File: src/rtl/seg7_pkg.sv
// Shared constants for the 7-segment display path: segment glyphs and the BCD range.
package seg7_pkg;

    typedef logic [6:0] seg_t;  // {g,f,e,d,c,b,a}, active-high

    localparam seg_t SEG_BLANK = 7'b000_0000;
    localparam seg_t GLYPH_0   = 7'h3F;
    localparam seg_t GLYPH_1   = 7'h06;
    localparam seg_t GLYPH_2   = 7'h5B;
    localparam seg_t GLYPH_3   = 7'h4F;
    localparam seg_t GLYPH_4   = 7'h66;
    localparam seg_t GLYPH_5   = 7'h6D;
    localparam seg_t GLYPH_6   = 7'h7D;
    localparam seg_t GLYPH_7   = 7'h07;
    localparam seg_t GLYPH_8   = 7'h7F;
    localparam seg_t GLYPH_9   = 7'h6F;

    localparam logic [3:0] BCD_MAX = 4'd9;

endpackage

File: src/rtl/seg7_load_if.sv
// Double-buffer load channel: the score counters offer a BCD word, the scan mux accepts it.
interface seg7_load_if #(
    parameter int NUM_DIGITS = 4
);
    logic                    load_valid;
    logic                    load_ready;
    logic [4*NUM_DIGITS-1:0] digits_in;

    modport master (output load_valid, output digits_in, input load_ready);
    modport slave  (input load_valid, input digits_in, output load_ready);
endinterface

File: src/rtl/seg7_decoder.sv
// BCD digit to common-cathode segment pattern; non-BCD codes give a dark digit.
module seg7_decoder
    import seg7_pkg::*;
(
    input  logic [3:0] bcd_i,
    output seg_t       seg_o
);
    always_comb begin
        unique case (bcd_i)
            4'd0:    seg_o = GLYPH_0;
            4'd1:    seg_o = GLYPH_1;
            4'd2:    seg_o = GLYPH_2;
            4'd3:    seg_o = GLYPH_3;
            4'd4:    seg_o = GLYPH_4;
            4'd5:    seg_o = GLYPH_5;
            4'd6:    seg_o = GLYPH_6;
            4'd7:    seg_o = GLYPH_7;
            4'd8:    seg_o = GLYPH_8;
            4'd9:    seg_o = GLYPH_9;
            default: seg_o = SEG_BLANK;
        endcase
    end
endmodule

File: src/rtl/seg7_slot_timer.sv
// Digit-slot timebase: counts cycles within a slot and steps the scanned digit on wrap.
module seg7_slot_timer #(
    parameter  int NUM_DIGITS = 4,
    parameter  int SCAN_DIV   = 16000,
    localparam int CNT_W      = $clog2(SCAN_DIV),
    localparam int IDX_W      = (NUM_DIGITS > 1) ? $clog2(NUM_DIGITS) : 1
) (
    input  logic             clk,
    input  logic             reset,
    output logic [CNT_W-1:0] slot_cnt_o,
    output logic [IDX_W-1:0] scan_idx_o,
    output logic             slot_start_o,
    output logic             frame_wrap_o,
    output logic             frame_first_o
);
    logic [CNT_W-1:0] slot_cnt_q, slot_cnt_d;
    logic [IDX_W-1:0] scan_idx_q, scan_idx_d;
    logic             slot_wrap;

    // NOTE: state registers use non-blocking assignments only; all next-state math lives in
    // the combinational process so the flops never race each other in simulation.
    always_ff @(posedge clk) begin
        if (reset) begin
            slot_cnt_q <= '0;
            scan_idx_q <= '0;
        end else begin
            slot_cnt_q <= slot_cnt_d;
            scan_idx_q <= scan_idx_d;
        end
    end

    // NOTE: every output of this process gets a default first, so no path can infer a latch.
    always_comb begin
        slot_wrap     = (slot_cnt_q == CNT_W'(SCAN_DIV - 1));
        frame_wrap_o  = slot_wrap && (scan_idx_q == IDX_W'(NUM_DIGITS - 1));
        slot_start_o  = (slot_cnt_q == '0);
        frame_first_o = slot_start_o && (scan_idx_q == '0);
        slot_cnt_d    = slot_cnt_q + 1'b1;
        scan_idx_d    = scan_idx_q;
        if (slot_wrap) begin
            slot_cnt_d = '0;
            scan_idx_d = frame_wrap_o ? '0 : scan_idx_q + 1'b1;
        end
    end

    assign slot_cnt_o = slot_cnt_q;
    assign scan_idx_o = scan_idx_q;
endmodule

File: src/rtl/seg7_scan_mux.sv
// Time-multiplexed 7-segment driver: double-buffered BCD load, frame-aligned updates,
// anti-ghost blanking, leading-zero suppression and 16-level PWM brightness.
module seg7_scan_mux
    import seg7_pkg::*;
#(
    parameter  int NUM_DIGITS   = 4,
    parameter  int SCAN_DIV     = 16000,
    parameter  int BLANK_CYCLES = 16,
    localparam int CNT_W        = $clog2(SCAN_DIV),
    localparam int IDX_W        = (NUM_DIGITS > 1) ? $clog2(NUM_DIGITS) : 1
) (
    input  logic                  clk,
    input  logic                  reset,
    seg7_load_if.slave            load,
    input  logic                  lz_en,
    input  logic [3:0]            brightness,
    output seg_t                  seg_out,
    output logic [NUM_DIGITS-1:0] dig_en,
    output logic                  frame_start
);
    localparam int STEP = (SCAN_DIV - BLANK_CYCLES) / 16;
    localparam logic [NUM_DIGITS-1:0] DIG_ONE = NUM_DIGITS'(1);

    logic [CNT_W-1:0] slot_cnt;
    logic [IDX_W-1:0] scan_idx;
    logic             slot_start, frame_wrap, frame_first;

    logic [4*NUM_DIGITS-1:0] active_q, active_d, pending_q, pending_d;
    logic                    pending_full_q, pending_full_d;
    logic [3:0]              bright_q, bright_d, eff_bright;
    seg_t                    seg_q, seg_d, glyph;
    logic [NUM_DIGITS-1:0]   dig_en_q, dig_en_d;
    logic                    frame_start_q, frame_start_d;
    logic [3:0]              digit;
    logic                    higher_zero, lz_blank, lit;

    seg7_slot_timer #(.NUM_DIGITS(NUM_DIGITS), .SCAN_DIV(SCAN_DIV)) u_timer (
        .clk           (clk),
        .reset         (reset),
        .slot_cnt_o    (slot_cnt),
        .scan_idx_o    (scan_idx),
        .slot_start_o  (slot_start),
        .frame_wrap_o  (frame_wrap),
        .frame_first_o (frame_first)
    );

    assign digit = active_q[{scan_idx, 2'b00} +: 4];

    seg7_decoder u_decoder (.bcd_i(digit), .seg_o(glyph));

    always_comb begin
        // The slot's first cycle sees the live input so the sampled level covers the whole slot.
        eff_bright = slot_start ? brightness : bright_q;
        bright_d   = eff_bright;
        lit = (int'(slot_cnt) >= BLANK_CYCLES) &&
              (int'(slot_cnt) - BLANK_CYCLES < int'(eff_bright) * STEP);

        higher_zero = 1'b1;
        for (int j = 0; j < NUM_DIGITS; j++) begin
            if (j > int'(scan_idx) && active_q[4*j +: 4] != 4'd0) higher_zero = 1'b0;
        end
        lz_blank = lz_en && (digit == 4'd0) && (scan_idx != '0) && higher_zero;

        dig_en_d      = '0;
        seg_d         = SEG_BLANK;
        frame_start_d = frame_first;
        if (lit && !lz_blank) begin
            dig_en_d = DIG_ONE << scan_idx;
            seg_d    = glyph;
        end

        // Capture needs an empty pending buffer and transfer needs a full one, so they never overlap.
        active_d       = active_q;
        pending_d      = pending_q;
        pending_full_d = pending_full_q;
        if (frame_wrap && pending_full_q) begin
            active_d       = pending_q;
            pending_full_d = 1'b0;
        end
        if (load.load_valid && !pending_full_q) begin
            pending_d      = load.digits_in;
            pending_full_d = 1'b1;
        end
    end

    // NOTE: both digit buffers are reset as well, so a reset mid-frame drops any queued word
    // and the display restarts from a known all-zero value.
    always_ff @(posedge clk) begin
        if (reset) begin
            active_q       <= '0;
            pending_q      <= '0;
            pending_full_q <= 1'b0;
            bright_q       <= '0;
            seg_q          <= SEG_BLANK;
            dig_en_q       <= '0;
            frame_start_q  <= 1'b0;
        end else begin
            active_q       <= active_d;
            pending_q      <= pending_d;
            pending_full_q <= pending_full_d;
            bright_q       <= bright_d;
            seg_q          <= seg_d;
            dig_en_q       <= dig_en_d;
            frame_start_q  <= frame_start_d;
        end
    end

    assign load.load_ready = !pending_full_q;
    assign seg_out         = seg_q;
    assign dig_en          = dig_en_q;
    assign frame_start     = frame_start_q;

    a_dig_onehot0: assert property (@(posedge clk) disable iff (reset) $onehot0(dig_en));
    a_seg_dark:    assert property (@(posedge clk) disable iff (reset)
                                    (dig_en == '0) |-> (seg_out == SEG_BLANK));
endmodule
File: src/flat_wrapper.sv
// flat-port wrapper written by rule: the top's interface ports become plain ports
module seg7_scan_mux_flat import seg7_pkg::*;
#(
    parameter  int NUM_DIGITS   = 4,
    parameter  int SCAN_DIV     = 16000,
    parameter  int BLANK_CYCLES = 16,
    localparam int CNT_W        = $clog2(SCAN_DIV),
    localparam int IDX_W        = (NUM_DIGITS > 1) ? $clog2(NUM_DIGITS) : 1
)
  (clk, reset, lz_en, brightness, seg_out, dig_en, frame_start, load_load_valid, load_digits_in, load_load_ready);
  seg7_load_if #(.NUM_DIGITS(NUM_DIGITS)) load_i ();
  input  logic clk;
  input  logic reset;
  input  logic lz_en;
  input  logic [3:0] brightness;
  output seg_t seg_out;
  output logic [NUM_DIGITS-1:0] dig_en;
  output logic frame_start;
  input wire logic [$bits(load_i.load_valid)-1:0] load_load_valid;
  input wire logic [$bits(load_i.digits_in)-1:0] load_digits_in;
  output wire logic [$bits(load_i.load_ready)-1:0] load_load_ready;
  assign load_i.load_valid = load_load_valid;
  assign load_i.digits_in = load_digits_in;
  assign load_load_ready = load_i.load_ready;
  seg7_scan_mux #(.NUM_DIGITS(NUM_DIGITS), .SCAN_DIV(SCAN_DIV), .BLANK_CYCLES(BLANK_CYCLES)) u_core (.clk(clk), .reset(reset), .load(load_i), .lz_en(lz_en), .brightness(brightness), .seg_out(seg_out), .dig_en(dig_en), .frame_start(frame_start));
endmodule
File: config.mk
export PLATFORM = sky130hd
export DESIGN_NAME = seg7_scan_mux_flat
export DESIGN_NICKNAME = d
export VERILOG_FILES = /design/src/rtl/seg7_pkg.sv /design/src/rtl/seg7_load_if.sv /design/src/rtl/seg7_decoder.sv /design/src/rtl/seg7_slot_timer.sv /design/src/rtl/seg7_scan_mux.sv /design/src/flat_wrapper.sv
export SDC_FILE = /design/constraint.sdc
export NUM_CORES = 1
export LEC_CHECK = 0
export BUFFER_PORTS_ARGS = -buffer_cell sky130_fd_sc_hd__buf_4
export CAP_MARGIN = 10
export CORE_ASPECT_RATIO = 0.9
export CORE_MARGIN = 2
export CORE_UTILIZATION = 54
export DETAILED_ROUTE_END_ITERATION = 10
export HOLD_SLACK_MARGIN = 0.05
export PLACE_DENSITY = 0.76
export SYNTH_ARGS = -nofsm -noshare
export SYNTH_HDL_FRONTEND = slang
export SYNTH_SLANG_ARGS = --single-unit
File: constraint.sdc
create_clock -name clk -period 5.45 [get_ports clk]
set_input_delay 0.8175 -clock clk [delete_from_list [all_inputs] [get_ports clk]]
set_output_delay 0.8175 -clock clk [all_outputs]
set_load 0.005 [all_outputs]
==> impl_results.md <==
- Status: finished with violations
- Failing checks: negative setup slack
- Row count: 30
- RD Place Congestion: between 0.9 and 1
- Worst setup EP type: register
- Diodes inserted: 0
- Nets: between 600 and 700
- Core ar.: between 0.007 and 0.008 mm^2
- Number of flops mapped to enable cells by yosys: 0
- Mapped Cells: about 470
- Synth Flop Type: dfxtp_1
- Final Max Slew Viols: 0
- Final Worst Setup Slack: -0.133 ns
- Initial Utilization: a little under three fifths
- Syn Nets: 548
- Top post-synthesis cells by area: dfxtp_1, ha_1, mux2i_1
- Worst-Margin Slew: between 1 and 1.5 ns
- Critical Path Start Type: register
- Cell Count, Final, Fillers Out: 634
- Count of different cell masters after synthesis: 55
- Layout Skew: 0.00964 ns
- DR pass1 iterations: 4
- Longest Clk Path Bufs: 2
- Total power: around 1.6 mW
- Maximum vdd ir drop: roughly 0.15 mV
- PD cells: around 310 mW/mm^2
- Top cell type's share of synthesized area: approximately 31%
- Largest net degree at the start of global routing: between 40 and 50
- DRC viols: 0
- Final Critical Period: approximately 5.6 ns
- TNS Setup: -1.18 ns
- Final Hold Fails: 0
- Critical path arrival: 5.82 ns
- Critical path peak fanout: 4
- Async SR Flop Fraction: 0%
- Vias in the first global route: around 3.4k
- Number of I/O pins: 37
- R2R Path End: u_core.dig_en[1]
- Crit Reg-Reg Startpoint: u_core.u_timer.slot_cnt_o[8]
- RSZ-0062 raised after global routing: yes
- # clock sinks: 65
- GRT overflow: 0
- Syn Area/Cell: 8.83 um^2
- Worst-Skew Late Latency: 0.35 ns
- Rel. slew slack: a little under a third
- Max-Cap Viols: 0
- HPWL Detailed: ~7200 um
- Setup crit end: u_core.dig_en[1]
- Reg2Reg Depth: 20
- Sequential area share after synthesis: between 30% and 40%
- Leading area contributor after synthesis: dfxtp_1
- FF+latch count, synth: between 60 and 70
- DRT antenna net count: 0
- Final setup fails: 11
- Routed vias/inst: 5.57
- DRT iter0 DRCs: around 220
- LEAKAGE: 2.11 nW
- Synth Warn #: 0
- Fmax: 179 MHz
- Inserted Clock Buffers: 9
- IO Port Bufs: 36
- H-tree Lvls: 3
- Worst-path clk slew: 0.08 ns
- First-pass GRT wire length: roughly 16000 um
- GRT Overall Usage: approximately 25%
- Crit share post-route: 102%
- DR WL/cell: between 15 and 20 um
- Reg-to-reg slack, setup: -0.13 ns
- Die Area: approximately 0.0084 mm^2
- Ratio of cells with drive above 1 in the final layout: about 25%
- TritonCTS clock tree: yes
- Hold buffer count at cts: 0
- Area Growth Syn to Fin: 22.9%
- Routed via count: around 3.5k
- Die Ht: roughly 87 um
- Netlist Area Pre-Place: 0.00417 mm^2
- CP startpoint: u_core.u_timer.slot_cnt_o[8]
- Hold Path Class: reg -> reg
- Placed Instances: 612
- Root Buffer: clkbuf_8
- Critical path class: reg -> reg
- Die width: 96.6 um
- DRT Wirelength: between 10000 and 15000 um
- Worst EP required: 5.69 ns
- Initial antenna violation count: 0
[state kept, by name, indices dropped and copies added (netlist names)]
register / count
u_core.bright_q: 4
u_core.u_timer.slot_cnt_o: 14
u_core.pending_full_q: 1
u_core.dig_en: 4
u_core.active_q: 16
u_core.seg_out: 7
u_core.pending_q: 16
u_core.u_timer.scan_idx_o: 2
u_core.frame_start: 1
[kinds of logic (layout without fill, tap and decap cells)]
logic type                 count (synthesis)  after routing  synth area share [%]
adders and majority gates                 52             52                  16.7
AOI/OAI and AO/OA                         75             75                  12.6
and+or+nand+nor                          171            171                  19.2
DFF                                       65             65                  31.2
buffers and inverters                     52            118                  6.28
muxes                                     26             26                  7.45
xor gates and xnor gates                  31             31                  6.52
[critical path, stage by stage (launching register included)]
cell	delay (ns)
dfxtp_2	0.33
or4_4	0.54
or4_4	0.63
mux2i_4	0.21
inv_2	0.07
fa_2	0.63
inv_2	0.06
fa_1	0.50
inv_2	0.05
ha_4	0.26
o21a_1	0.10
nor2_1	0.06
a311oi_2	0.31
a2bb2oi_1	0.22
nand3_1	0.11
ha_1	0.33
nand4_1	0.19
nor2_1	0.10
o31ai_4	0.09
nand4_4	0.22
a2111oi_4	0.45
[cells in the final DEF (no fill, tap or decap), types with 5 or more instances in the layout]
cell type and count:
nand4_1 5, inv_1 26, nor3_1 5, dfxtp_1 63, buf_4 73, nor4_1 5
nand3_1 11, nand2_1 56, o21ai_0 9, mux2i_1 20, a21oi_1 28, ha_1 40
xnor2_1 16, xor2_1 15, nor2_1 58, clkbuf_8 9
[through the flow]
stage	hold slack [ns]	utilization, %	instance area, um^2	setup slack, ns
after floorplan	0.436	-	4180	0.0256
after global placement	0.446	61.9	4650	-0.121
after detailed placement	0.448	61.9	4650	-0.300
after CTS	0.457	67.3	5050	-0.161
after global routing	0.474	68.2	5120	-0.303
final	0.454	68.2	5120	-0.133
[final cells by class]
cell class                      count  area [um^2]
Fill cell                         581         2390
Sequential cell                    65         1300
Timing Repair Buffer               73          548
Clock buffer                        9          124
Tap cell                           96          120
Clock inverter                      6         60.1
Inverter                           30          113
Multi-Input combinational cell    355         2850
[per-layer routing]
layer | global-route usage, % | share of wire, %
met5 | 0 | 0
met1 | 33.6 | 46
met2 | 39.7 | 47
met3 | 5.11 | 5.6
met4 | 7.17 | 1.9
[power breakdown]
| part | leakage, nW | internal [mW] | switching, mW |
|---|---|---|---|
| logic | 1.49 | 0.311 | 0.373 |
| registers | 0.529 | 0.487 | 0.00736 |
| clock network | 0.0909 | 0.206 | 0.197 |
| total | 2.11 | 1.00 | 0.578 |
[how the worst min path moves through the flow]
stage                                    start  slack [ns]  depth (start not counted)                   end
after floorplan            u_core.pending_q[0]        0.44                          2   u_core.pending_q[0]
after CTS                 u_core.pending_q[13]        0.46                          2  u_core.pending_q[13]
after global routing       u_core.pending_q[5]        0.47                          2   u_core.pending_q[5]
after global placement    u_core.pending_q[10]        0.45                          2  u_core.pending_q[10]
final                     u_core.pending_q[13]        0.45                          2  u_core.pending_q[13]
after detailed placement  u_core.pending_q[13]        0.45                          2  u_core.pending_q[13]
[synthesized netlist by cell type (9+ instances only)]
| library cell | count |
|---|---|
| a21oi_1 | 28 |
| clkbuf_1 | 14 |
| dfxtp_1 | 65 |
| ha_1 | 46 |
| inv_1 | 30 |
| mux2i_1 | 22 |
| nand2_1 | 57 |
| nand3_1 | 12 |
| nor2_1 | 58 |
| o21ai_0 | 9 |
| xnor2_1 | 16 |
| xor2_1 | 15 |
[timing repair]
item,in CTS,in global routing
setup endpoints to repair,11,11
pin swaps,24,13
gates cloned,0,0
gates resized for setup,26,13
setup buffers,6,1
Power figures use the tool's default switching activity.
